**src/rtl/fpu_pkg.sv**
```systemverilog
// Shared FP constants and types for the divide/sqrt issue path.
package fpu_pkg;
  localparam int FP_EXPWIDTH = 8;
  localparam int FP_SIGWIDTH = 24;

  // IEEE rounding-mode encodings
  localparam logic [2:0] RM_RNE = 3'b000;
  localparam logic [2:0] RM_RTZ = 3'b001;
  localparam logic [2:0] RM_RDN = 3'b010;
  localparam logic [2:0] RM_RUP = 3'b011;
  localparam logic [2:0] RM_RMM = 3'b100;

  // Bit positions inside the 5-bit {NV,DZ,OF,UF,NX} flag word
  localparam int FLAG_NV = 4;
  localparam int FLAG_DZ = 3;
  localparam int FLAG_OF = 2;
  localparam int FLAG_UF = 1;
  localparam int FLAG_NX = 0;

  typedef enum logic [1:0] {
    IDLE = 2'd0,
    WAIT = 2'd1,
    HOLD = 2'd2
  } div_state_e;
endpackage

```
**src/rtl/fdivsqrt_issue_if.sv**
```systemverilog
// Request / divider-launch / writeback bundle around the div-sqrt sequencer.
// master: the sequencer. slave: issue stage, divider and writeback consumer.
interface fdivsqrt_issue_if import fpu_pkg::*; #(
  parameter int EXPWIDTH = FP_EXPWIDTH,
  parameter int SIGWIDTH = FP_SIGWIDTH,
  parameter int TAGWIDTH = 4
);
  localparam int W = EXPWIDTH + SIGWIDTH;

  logic                req_valid;
  logic                req_ready;
  logic [W-1:0]        req_frs1;
  logic [W-1:0]        req_frs2;
  logic                req_ftype;
  logic [2:0]          req_rm;
  logic [TAGWIDTH-1:0] req_tag;

  logic                div_valid_in;
  logic                div_ready;
  logic [W-1:0]        div_frs1;
  logic [W-1:0]        div_frs2;
  logic                div_ftype;
  logic [2:0]          div_rm;
  logic                div_finish;
  logic [W-1:0]        div_res;
  logic [4:0]          div_flags;

  logic                wb_valid;
  logic                wb_ready;
  logic [W-1:0]        wb_res;
  logic [4:0]          wb_flags;
  logic [TAGWIDTH-1:0] wb_tag;

  modport master (
    input  req_valid, req_frs1, req_frs2, req_ftype, req_rm, req_tag,
    output req_ready,
    output div_valid_in, div_frs1, div_frs2, div_ftype, div_rm,
    input  div_ready, div_finish, div_res, div_flags,
    output wb_valid, wb_res, wb_flags, wb_tag,
    input  wb_ready
  );

  modport slave (
    output req_valid, req_frs1, req_frs2, req_ftype, req_rm, req_tag,
    input  req_ready,
    input  div_valid_in, div_frs1, div_frs2, div_ftype, div_rm,
    output div_ready, div_finish, div_res, div_flags,
    input  wb_valid, wb_res, wb_flags, wb_tag,
    output wb_ready
  );
endinterface

```
**src/rtl/fdivsqrt_req_fifo.sv**
```systemverilog
// Small sync FIFO holding packed div/sqrt requests; flush empties it.
module fdivsqrt_req_fifo #(
  parameter int WIDTH = 8,
  parameter int DEPTH = 4
) (
  input  logic             clk,
  input  logic             rst,
  input  logic             push,
  input  logic             pop,
  input  logic             flush,
  input  logic [WIDTH-1:0] din,
  output logic [WIDTH-1:0] dout,
  output logic             full,
  output logic             empty
);
  localparam int AW = $clog2(DEPTH);

  logic [WIDTH-1:0] mem [DEPTH];
  logic [AW:0]      wr_ptr, rd_ptr;
  logic             do_push, do_pop;

  // Wrap bit distinguishes full from empty when the index bits match.
  assign full    = (wr_ptr[AW] != rd_ptr[AW]) && (wr_ptr[AW-1:0] == rd_ptr[AW-1:0]);
  assign empty   = (wr_ptr == rd_ptr);
  assign do_push = push && !full && !flush;
  assign do_pop  = pop && !empty && !flush;
  assign dout    = mem[rd_ptr[AW-1:0]];

  // Pointer update; flush wins over push and pop.
  always_ff @(posedge clk or posedge rst) begin
    if (rst) begin
      wr_ptr <= '0;
      rd_ptr <= '0;
    end else if (flush) begin
      wr_ptr <= '0;
      rd_ptr <= '0;
    end else begin
      if (do_push) wr_ptr <= wr_ptr + (AW+1)'(1);
      if (do_pop)  rd_ptr <= rd_ptr + (AW+1)'(1);
    end
  end

  // Storage write; cleared on reset so the head never shows stale data.
  always_ff @(posedge clk or posedge rst) begin
    if (rst) begin
      for (int i = 0; i < DEPTH; i++) mem[i] <= '0;
    end else if (do_push) begin
      mem[wr_ptr[AW-1:0]] <= din;
    end
  end
endmodule

```
**src/rtl/fdivsqrt_issue.sv**
```systemverilog
// Div/sqrt request buffer and sequencer: queues requests, launches one at a
// time into the iterative divider, and holds each result for writeback.
module fdivsqrt_issue import fpu_pkg::*; #(
  parameter int EXPWIDTH = FP_EXPWIDTH,
  parameter int SIGWIDTH = FP_SIGWIDTH,
  parameter int DEPTH    = 4,
  parameter int TAGWIDTH = 4
) (
  input  logic              clk,
  input  logic              rst,
  input  logic              flush,
  fdivsqrt_issue_if.master  io,
  output logic              busy
);
  localparam int W  = EXPWIDTH + SIGWIDTH;
  localparam int PW = 2*W + 1 + 3 + TAGWIDTH;

  logic [PW-1:0]       fifo_din, fifo_dout;
  logic                fifo_full, fifo_empty;
  logic                push, launch, capture;
  logic [W-1:0]        head_frs1, head_frs2;
  logic                head_ftype;
  logic [2:0]          head_rm;
  logic [TAGWIDTH-1:0] head_tag;

  div_state_e          state_q, state_d;
  logic                kill_q, kill_d;
  logic [TAGWIDTH-1:0] inflight_tag_q;
  logic [W-1:0]        wb_res_q;
  logic [4:0]          wb_flags_q;
  logic [TAGWIDTH-1:0] wb_tag_q;

  assign fifo_din = {io.req_frs1, io.req_frs2, io.req_ftype, io.req_rm, io.req_tag};
  assign {head_frs1, head_frs2, head_ftype, head_rm, head_tag} = fifo_dout;

  // Ready comes from registered pointers only, so a same-cycle launch
  // never opens a slot for a push.
  assign io.req_ready = !fifo_full;
  assign push         = io.req_valid && io.req_ready;

  assign io.div_valid_in = (state_q == IDLE) && !fifo_empty && !flush;
  assign io.div_frs1     = head_frs1;
  assign io.div_frs2     = head_frs2;
  assign io.div_ftype    = head_ftype;
  assign io.div_rm       = head_rm;
  assign launch          = io.div_valid_in && io.div_ready;

  fdivsqrt_req_fifo #(
    .WIDTH (PW),
    .DEPTH (DEPTH)
  ) u_fifo (
    .clk   (clk),
    .rst   (rst),
    .push  (push),
    .pop   (launch),
    .flush (flush),
    .din   (fifo_din),
    .dout  (fifo_dout),
    .full  (fifo_full),
    .empty (fifo_empty)
  );

  // Next state: flush kills the in-flight op or drops a held result.
  always_comb begin
    state_d = state_q;
    kill_d  = kill_q;
    capture = 1'b0;
    unique case (state_q)
      IDLE: if (launch) state_d = WAIT;
      WAIT: begin
        if (io.div_finish) begin
          kill_d = 1'b0;
          if (kill_q || flush) begin
            state_d = IDLE;
          end else begin
            state_d = HOLD;
            capture = 1'b1;
          end
        end else if (flush) begin
          kill_d = 1'b1;
        end
      end
      HOLD: if (flush || io.wb_ready) state_d = IDLE;
      default: state_d = IDLE;
    endcase
  end

  // State, kill bit and tag of the op currently in the divider.
  always_ff @(posedge clk or posedge rst) begin
    if (rst) begin
      state_q        <= IDLE;
      kill_q         <= 1'b0;
      inflight_tag_q <= '0;
    end else begin
      state_q <= state_d;
      kill_q  <= kill_d;
      if (launch) inflight_tag_q <= head_tag;
    end
  end

  // Writeback registers load on a live finish and stay put while held.
  always_ff @(posedge clk or posedge rst) begin
    if (rst) begin
      wb_res_q   <= '0;
      wb_flags_q <= '0;
      wb_tag_q   <= '0;
    end else if (capture) begin
      wb_res_q   <= io.div_res;
      wb_flags_q <= io.div_flags;
      wb_tag_q   <= inflight_tag_q;
    end
  end

  assign io.wb_valid = (state_q == HOLD);
  assign io.wb_res   = wb_res_q;
  assign io.wb_flags = wb_flags_q;
  assign io.wb_tag   = wb_tag_q;
  assign busy        = !fifo_empty || (state_q != IDLE);
endmodule

```
**src/flat_wrapper.sv**
```systemverilog
// flat-port wrapper written by rule: the top's interface ports become plain ports
module fdivsqrt_issue_flat import fpu_pkg::*;
#(
  parameter int EXPWIDTH = FP_EXPWIDTH,
  parameter int SIGWIDTH = FP_SIGWIDTH,
  parameter int DEPTH    = 4,
  parameter int TAGWIDTH = 4
)
  (clk, rst, flush, busy, io_req_valid, io_req_frs1, io_req_frs2, io_req_ftype, io_req_rm, io_req_tag, io_req_ready, io_div_valid_in, io_div_frs1, io_div_frs2, io_div_ftype, io_div_rm, io_div_ready, io_div_finish, io_div_res, io_div_flags, io_wb_valid, io_wb_res, io_wb_flags, io_wb_tag, io_wb_ready);
  fdivsqrt_issue_if #(.EXPWIDTH(EXPWIDTH), .SIGWIDTH(SIGWIDTH), .TAGWIDTH(TAGWIDTH)) io_i ();
  input  logic clk;
  input  logic rst;
  input  logic flush;
  output logic busy;
  input wire logic [$bits(io_i.req_valid)-1:0] io_req_valid;
  input wire logic [$bits(io_i.req_frs1)-1:0] io_req_frs1;
  input wire logic [$bits(io_i.req_frs2)-1:0] io_req_frs2;
  input wire logic [$bits(io_i.req_ftype)-1:0] io_req_ftype;
  input wire logic [$bits(io_i.req_rm)-1:0] io_req_rm;
  input wire logic [$bits(io_i.req_tag)-1:0] io_req_tag;
  output wire logic [$bits(io_i.req_ready)-1:0] io_req_ready;
  output wire logic [$bits(io_i.div_valid_in)-1:0] io_div_valid_in;
  output wire logic [$bits(io_i.div_frs1)-1:0] io_div_frs1;
  output wire logic [$bits(io_i.div_frs2)-1:0] io_div_frs2;
  output wire logic [$bits(io_i.div_ftype)-1:0] io_div_ftype;
  output wire logic [$bits(io_i.div_rm)-1:0] io_div_rm;
  input wire logic [$bits(io_i.div_ready)-1:0] io_div_ready;
  input wire logic [$bits(io_i.div_finish)-1:0] io_div_finish;
  input wire logic [$bits(io_i.div_res)-1:0] io_div_res;
  input wire logic [$bits(io_i.div_flags)-1:0] io_div_flags;
  output wire logic [$bits(io_i.wb_valid)-1:0] io_wb_valid;
  output wire logic [$bits(io_i.wb_res)-1:0] io_wb_res;
  output wire logic [$bits(io_i.wb_flags)-1:0] io_wb_flags;
  output wire logic [$bits(io_i.wb_tag)-1:0] io_wb_tag;
  input wire logic [$bits(io_i.wb_ready)-1:0] io_wb_ready;
  assign io_i.req_valid = io_req_valid;
  assign io_i.req_frs1 = io_req_frs1;
  assign io_i.req_frs2 = io_req_frs2;
  assign io_i.req_ftype = io_req_ftype;
  assign io_i.req_rm = io_req_rm;
  assign io_i.req_tag = io_req_tag;
  assign io_req_ready = io_i.req_ready;
  assign io_div_valid_in = io_i.div_valid_in;
  assign io_div_frs1 = io_i.div_frs1;
  assign io_div_frs2 = io_i.div_frs2;
  assign io_div_ftype = io_i.div_ftype;
  assign io_div_rm = io_i.div_rm;
  assign io_i.div_ready = io_div_ready;
  assign io_i.div_finish = io_div_finish;
  assign io_i.div_res = io_div_res;
  assign io_i.div_flags = io_div_flags;
  assign io_wb_valid = io_i.wb_valid;
  assign io_wb_res = io_i.wb_res;
  assign io_wb_flags = io_i.wb_flags;
  assign io_wb_tag = io_i.wb_tag;
  assign io_i.wb_ready = io_wb_ready;
  fdivsqrt_issue #(.EXPWIDTH(EXPWIDTH), .SIGWIDTH(SIGWIDTH), .DEPTH(DEPTH), .TAGWIDTH(TAGWIDTH)) u_core (.clk(clk), .rst(rst), .flush(flush), .io(io_i), .busy(busy));
endmodule
```
**config.mk**
```make
export PLATFORM = sky130hd
export DESIGN_NAME = fdivsqrt_issue_flat
export DESIGN_NICKNAME = d
export VERILOG_FILES = /design/src/rtl/fpu_pkg.sv /design/src/rtl/fdivsqrt_issue_if.sv /design/src/rtl/fdivsqrt_req_fifo.sv /design/src/rtl/fdivsqrt_issue.sv /design/src/flat_wrapper.sv
export SDC_FILE = /design/constraint.sdc
export NUM_CORES = 1
export LEC_CHECK = 0
export CORE_MARGIN = 3
export CORE_UTILIZATION = 55
export CTS_CLUSTER_DIAMETER = 200
export DETAILED_ROUTE_END_ITERATION = 8
export GPL_TIMING_DRIVEN = 1
export PLACE_DENSITY_LB_ADDON = 0.2
export SYNTH_ARGS = -nofsm -noshare
export SYNTH_HDL_FRONTEND = slang
export SYNTH_SLANG_ARGS = --single-unit
```
**constraint.sdc**
```tcl
create_clock -name clk -period 15.3 [get_ports clk]
set_clock_uncertainty 0.2 [all_clocks]
set_input_delay 4.59 -clock clk [delete_from_list [all_inputs] [get_ports clk]]
set_output_delay 4.59 -clock clk [all_outputs]
set_load 0.05 [all_outputs]
```
==> results by group, run 1 <==
Outcome
  – Run status: finished, final reports clean

Placed design
  – Post-DP HPWL: 18.0 mm
  – Port Buf Inserts: 228
  – Setup Slack @ Placement: 3.92 ns
  – Gp weighted congestion: about 0.75

Setup path
  – Crit path launch type: input pin
  – Internal reg-to-reg setup slack: 10.65 ns
  – Slowest stage delay, CP: 0.84 ns
  – Crit path DAT: 6.62 ns
  – Worst path slowest cell: clkdlybuf4s50_1
  – CP required: 10.51 ns
  – Crit-path max FO: 17
  – Top cell by count, worst path: clkdlybuf4s50_1
  – Crit path from: flush
  – Worst setup EP type: primary output
  – Critical-path cell list: clkdlybuf4s50_1 -> nor3_1 -> nor2b_1 -> clkdlybuf4s50_1
  – Setup CP Type: input pin to primary output
  – FF-to-FF Start: u_core.u_fifo.rd_ptr[0]$_DFFE_PP0P_
  – Critical path's top delay family: buffers and inverters
  – Crit path buf inv count: 2

Global routing
  – First-pass GRT wire length: 49.3 mm
  – Total congestion overflow: 0
  – Largest net degree at the start of global routing: 173
  – Vias in the first global route: 9126
  – All-Layer GR Usage: 0.203
  – Initial antenna violation count: 0

CTS
  – CTS Buf Count: 37
  – Postcts setup bufs: 0
  – CTS clk-pin slew, worst paths: 0.05 ns
  – Clock Tree Root: clkbuf_16
  – Cts hold-fix bufs: 0
  – CTS tree: built
  – Post-CTS Resized: 0
  – Clock sinks: 342
  – Latest clock arrival within the worst-skew pair: 0.51 ns
  – CTS max path bufs: 3
  – CTS H-tree lvls: 2

Timing
  – Min Clock Period, post-route: 11.41 ns
  – Final Hold Fails: 0
  – Final WS setup: 3.89 ns
  – Relative slew margins: 0.269
  – Max Freq: just under 90 MHz
  – Minimum hold slack: 0.286 ns
  – RSZ-0062 raised after global routing: false
  – Final setup vio count: 0
  – Final slew viol count: 0
  – Slew @ Worst Pin: ~1.1 ns
  – Setup_tns: 0 ns
  – Fin crit share: 0.746

Cells and area
  – Fraction of layout cells with a size suffix above 1: 0.375
  – Antenna fix cells: 0
  – Synth-to-Final Area Change: 21.1%
  – Fillers: between 1500 and 2000
  – Nets: 1207
  – Register area: 0.00857 sq mm
  – Area taken by multi-input logic gates: ~0.0059 sq mm

Pwr
  – Seq pwr share: 0.381
  – Max IR drop VDD: 156 uV
  – Power Dens Cells: 190 mW/mm^2
  – Total power draw: 3530 uW
  – Net Sw Frac: 0.341
  – Leakage power: 0.00801 uW
  – Clk network pwr share: 0.254
  – P_sw: approximately 1200 uW
  – Gate power share: 0.366
  – Pint: 2330 uW

Synth
  – EDFF count, synth: 0
  – Most frequent cell after synthesis: dfrtp_1
  – Top FF cell, synth: dfrtp_1
  – Largest cells by area after synthesis: dfrtp_1 (56%), mux2_2 (20%), mux4_2 (11%)
  – Post-synthesis sequential area ratio: 0.559
  – Synth top cells by count: dfrtp_1 (342), mux2_2 (267), mux4_2 (72)
  – Synth Register Bits: 342
  – Largest area contributor in the netlist: dfrtp_1
  – Top-area cell type share of the netlist area: 0.559
  – Yosys warning count: 0
  – Gate Count Post-Synth: 925
  – Yosys cell types: 34
  – Post-synth ARST share: 1.00
  – Mapped Avg Cell Area: 16.6 sq um
  – Mapped cell area: 0.0153 sq mm
  – Net Count, Synth: 1046

Floorplan
  – Core Area: 0.0272 sq mm
  – Starting density of the core: 0.564
  – Die Y: around 170 um
  – Die Footprint: 0.0299 sq mm
  – Die W: about 170 um
  – Rows: 60
  – Ports: 229

Detailed routing
  – Remaining antenna violation count: 0
  – DR WL/cell: 20.1 um
  – Via count: 8259
  – Via density: 5.57
  – Routed WL: 29.9 mm
  – Initial drt markers: 372
  – Pre-antenna DRT Iters: 4
  – DRC viols: 0

Worst hold path
  – Hold path startpoint: u_core.u_fifo.mem[1]$_DFFE_PP0P_
  – Hold Crit Class: register to register

Flow run
  – Max cap viols: 0
worst paths after layout:
check	endpoint	cells past startpoint
max in group asynchronous	u_core.u_fifo.rd_ptr[0]$_DFFE_PP0P_	3
min reg2reg	u_core.u_fifo.mem[1]$_DFFE_PP0P_	1
min	u_core.u_fifo.mem[1]$_DFFE_PP0P_	1
max	io_div_valid_in	4
max reg2reg	u_core.u_fifo.mem[168]$_DFFE_PP0P_	5
min in group asynchronous	u_core.u_fifo.mem[242]$_DFFE_PP0P_	2
layout make-up:
type / count / area share
clock buffer: 55 / 0.0601
clock inverter: 9 / 0.00667
inverter: 5 / 0.00142
multi-input combinational: 460 / 0.317
sequential: 342 / 0.462
tap: 372 / 0.0251
timing repair buffer: 240 / 0.128
layout by cell type, fill, tap and decap left out, drive strengths merged:
master         instances
dfrtp                342
o311a                  1
xnor2                  3
bufinv                 3
buf                   12
nor2                   6
nand3b                 1
nand2b                 5
ha                     5
nor3                   2
a31oi                  3
a21oi                  2
mux2                 336
inv                    6
o31a                   1
nor2b                  5
nand3                  1
or4bb                  1
o311ai                 4
clkbuf                55
o41ai                  1
mux2i                  3
a21o                   1
clkinv                 5
clkdlybuf4s50        228
xor2                   3
nand2                  3
mux4                  72
or4                    1
per-layer routing:
metal	GRT usage	vias to the layer above	wire [um]
li1	-	3654	-
met1	0.264	4397	12400
met2	0.354	158	15500
met3	0.0395	50	1270
met4	0.0530	0	690
met5	0	-	0
power by group through the flow:
| stage | Sequential [uW] | Clock (uW) | Combinational [uW] |
|---|---|---|---|
| finish | 1340 | 897 | 1290 |
| CTS | 1350 | 922 | 1310 |
| global placement | 1340 | 0 | 1290 |
| floorplan | 1490 | 0 | 864 |
| detailed placement | 1360 | 0 | 1300 |
| global route | 1380 | 961 | 1360 |
sequential cells by signal, summed over array words and instances (netlist names):
| name | flops |
|---|---|
| u_core.kill_q | 1 |
| u_core.io.wb_flags | 5 |
| u_core.inflight_tag_q | 4 |
| u_core.io.wb_res | 32 |
| u_core.state_q | 2 |
| u_core.io.wb_tag | 4 |
| u_core.u_fifo.mem | 288 |
| u_core.u_fifo.wr_ptr | 3 |
| u_core.u_fifo.rd_ptr | 3 |
worst reg2reg max path, delay by kind of cell, from the launching register on:
family	cells	cell delay [ns]
xor+xnor	1	0.37
mux	1	0.44
flops	1	0.86
compound gates	1	0.96
buf+inv	2	1.69
per-stage QoR:
| step | util | std cells | instance area [sq um] |
|---|---|---|---|
| CTS | 0.683 | 1483 | 18600 |
| finish | 0.683 | 1483 | 18600 |
| floorplan | - | 925 | 15300 |
| detailed placement | 0.637 | 1419 | 17300 |
| global route | 0.683 | 1483 | 18600 |
| global placement | 0.637 | 1419 | 17300 |
logic make-up after synthesis:
group / count (synthesis) / share of synthesized area
muxes: 411 / 0.355
AOI/OAI and AO/OA: 13 / 0.0103
DFF: 342 / 0.559
buffers and inverters: 123 / 0.0585
and+or+nand+nor: 25 / 0.00898
xor gates and xnor gates: 6 / 0.00490
adders and majority gates: 5 / 0.00408
Note: power is estimated with default switching activity, not from simulation.
==> inputs of run 2 (changes only) <==
- clock period: 15.3 -> 10.9 ns (I/O delays scaled with it)
==> results by group, run 2 (synthesis gave the netlist of run 1 again) <==
Timing
  – Setup_tns: 0 ns (unchanged)
  – Final slew viol count: 0 (unchanged)
  – Max Freq: about 110 MHz
  – Final WS setup: 2.17 ns (was 3.89 ns)
  – Fin crit share: 0.801
  – Slew @ Worst Pin: 0.983 ns (was 1.09 ns)
  – Final setup vio count: 0 (unchanged)
  – Min Clock Period, post-route: just under 9 ns
  – RSZ-0062 raised after global routing: false (unchanged)
  – Relative slew margins: 0.345 (was 0.269)
  – Final Hold Fails: 0 (unchanged)

Global routing
  – Largest net degree at the start of global routing: 185 (was 173)
  – All-Layer GR Usage: 0.201 (was 0.203)
  – Vias in the first global route: 9014 (was 9126)
  – Total congestion overflow: 0 (unchanged)
  – First-pass GRT wire length: 48.9 mm (was 49.3 mm)
  – Initial antenna violation count: 0 (unchanged)

CTS
  – Postcts setup bufs: 0 (unchanged)
  – CTS tree: built (unchanged)
  – CTS max path bufs: 3 (unchanged)
  – CTS H-tree lvls: 2 (unchanged)
  – Clock sinks: 342 (unchanged)
  – Cts hold-fix bufs: 0 (unchanged)
  – CTS clk-pin slew, worst paths: 0.06 ns (was 0.05 ns)
  – Clock Tree Root: clkbuf_16 (unchanged)
  – Post-CTS Resized: 0 (unchanged)
  – Latest clock arrival within the worst-skew pair: 0.51 ns (about the same)
  – CTS Buf Count: 37 (unchanged)

Detailed routing
  – Via count: 8172 (was 8259)
  – Routed WL: 29.3 mm (was 29.9 mm)
  – Via density: 5.50 (was 5.57)
  – Pre-antenna DRT Iters: 4 (unchanged)
  – DR WL/cell: 19.7 um (was 20.1 um)
  – Remaining antenna violation count: 0 (unchanged)
  – Initial drt markers: 352 (was 372)
  – DRC viols: 0 (unchanged)

Cells and area
  – Final core occ: 0.684 (was 0.683)
  – Fillers: 1910 (was 1878)
  – Antenna fix cells: 0 (unchanged)
  – Register area: 0.00857 sq mm (unchanged)
  – Largest register FFs: 288 (unchanged)
  – Nets: 1208 (was 1207)
  – Area taken by multi-input logic gates: 0.00588 sq mm (unchanged)
  – Most frequent cells in the layout: dfrtp_1 (340), mux2_2 (267), clkdlybuf4s50_1 (228) (unchanged)
  – Biggest register: u_core.u_fifo.mem (unchanged)
  – Commonest non-fill, non-tap cell in the layout: dfrtp_1 (unchanged)
  – Fraction of layout cells with a size suffix above 1: 0.375 (about the same)
  – Synth-to-Final Area Change: 21.3% (was 21.1%)

Setup path
  – Reg2Reg Depth: 6 (was 5)
  – Worst setup EP type: primary output (unchanged)
  – Top cell by count, worst path: clkdlybuf4s50_1 (unchanged)
  – CP required: 7.43 ns (was 10.51 ns)
  – Slowest stage delay, CP: 0.83 ns (was 0.84 ns)
  – Crit path buf inv count: 2 (unchanged)
  – Internal reg-to-reg setup slack: 6.82 ns (was 10.65 ns)
  – Crit path launch type: input pin (unchanged)
  – FF-to-FF Start: u_core.u_fifo.rd_ptr[1]$_DFFE_PP0P_ (was u_core.u_fifo.rd_ptr[0]$_DFFE_PP0P_)
  – Critical path's top delay family: buffers and inverters (unchanged)
  – Crit path DAT: 5.26 ns (was 6.62 ns)
  – Setup CP Type: input pin to primary output (unchanged)
  – Reg-to-Reg End: u_core.u_fifo.mem[19]$_DFFE_PP0P_ (was u_core.u_fifo.mem[168]$_DFFE_PP0P_)
  – Worst path slowest cell: clkdlybuf4s50_1 (unchanged)
  – Crit-path max FO: 17 (unchanged)
  – Critical-path cell list: clkdlybuf4s50_1 -> nor3_1 -> nor2b_1 -> clkdlybuf4s50_1 (unchanged)

Floorplan
  – Rows: 60 (unchanged)
  – Die W: 173 um (unchanged)
  – Starting density of the core: 0.564 (unchanged)
  – Core Area: 0.0272 sq mm (unchanged)
  – Ports: 229 (unchanged)
  – Die Footprint: 0.0299 sq mm (unchanged)
  – Die Y: 173 um (unchanged)

Pwr
  – Power Dens Cells: 267 mW/mm^2 (was 190 mW/mm^2)
  – Leakage power: 0.00801 uW (about the same)
  – Max IR drop VDD: 227 uV (was 156 uV)

Placed design
  – Gp weighted congestion: 0.730 (was 0.748)
  – Port Buf Inserts: 228 (unchanged)
  – Post-DP HPWL: 17.7 mm (was 18.0 mm)
  – Setup Slack @ Placement: 2.17 ns (was 3.92 ns)

Flow run
  – Max cap viols: 0 (unchanged)

Worst hold path
  – WHS Path Cells: 1 (unchanged)
  – Hold path startpoint: u_core.u_fifo.mem[272]$_DFFE_PP0P_ (was u_core.u_fifo.mem[1]$_DFFE_PP0P_)
  – Hold Crit Class: register to register (unchanged)
  – Hold Crit Endpoint: u_core.u_fifo.mem[272]$_DFFE_PP0P_ (was u_core.u_fifo.mem[1]$_DFFE_PP0P_)

Outcome
  – Run status: finished, final reports clean (unchanged)
[run 2: cell types whose count changed in the layout (fill, tap and decap cells not counted), sizes merged]
| cell | before | now |
|---|---|---|
| buf | 12 | 13 |
| bufinv | 3 | 4 |
| clkbuf | 55 | 54 |
| clkinvlp | 0 | 3 |
[run 2: final cells by class]
class	count	area share
sequential	342	0.461
clock buffer	54	0.0577
tap	372	0.0250
clock inverter	13	0.00956
multi-input combinational	460	0.316
inverter	5	0.00121
timing repair buffer	241	0.129
[run 2: metal layers]
metal  share of wire  global-route usage  vias up
li1                -                   -     3661
met1            0.43               0.267     4310
met2            0.50               0.341      158
met3           0.048              0.0463       43
met4           0.019              0.0453        0
met5               0                   0        -
[run 2: power breakdown]
group / total [uW] / leakage (uW) / switching (uW) / internal (uW)
sequential: 1880 / 0.00427 / 211 / 1670
combinational: 1810 / 0.00313 / 997 / 815
clock: 1270 / 0.000608 / 490 / 781
total: 4970 / 0.00801 / 1700 / 3270
[run 2: metrics by stage]
stage	power, uW	area (sq um)	std cells	hold WS (ns)
CTS	5030	18600	1487	0.288
finish	4970	18600	1487	0.286
floorplan	3300	15300	925	0.253
global route	5210	18600	1487	0.298
global placement	3690	17300	1420	0.268
detailed placement	3730	17300	1420	0.274
[run 2: worst register-to-register path, delay by kind of cell (launching register included)]
family / cells / cell delay [ns]
AOI/OAI and AO/OA: 1 / 0.31
DFF: 1 / 0.77
buffers and inverters: 3 / 1.86
muxes: 1 / 0.43
xor gates and xnor gates: 1 / 0.39
[run 2: worst max-delay path by stage]
| stage | start | to | slack [ns] | cells after the start |
|---|---|---|---|---|
| floorplan | rst | u_core.inflight_tag_q[0]$_DFFE_PP0P_ | 2.86 | 1 |
| global placement | flush | io_div_valid_in | 2.16 | 4 |
| detailed placement | flush | io_div_valid_in | 2.17 | 4 |
| finish | flush | io_div_valid_in | 2.17 | 4 |
| global route | flush | io_div_valid_in | 2.03 | 4 |
| CTS | flush | io_div_valid_in | 2.16 | 4 |
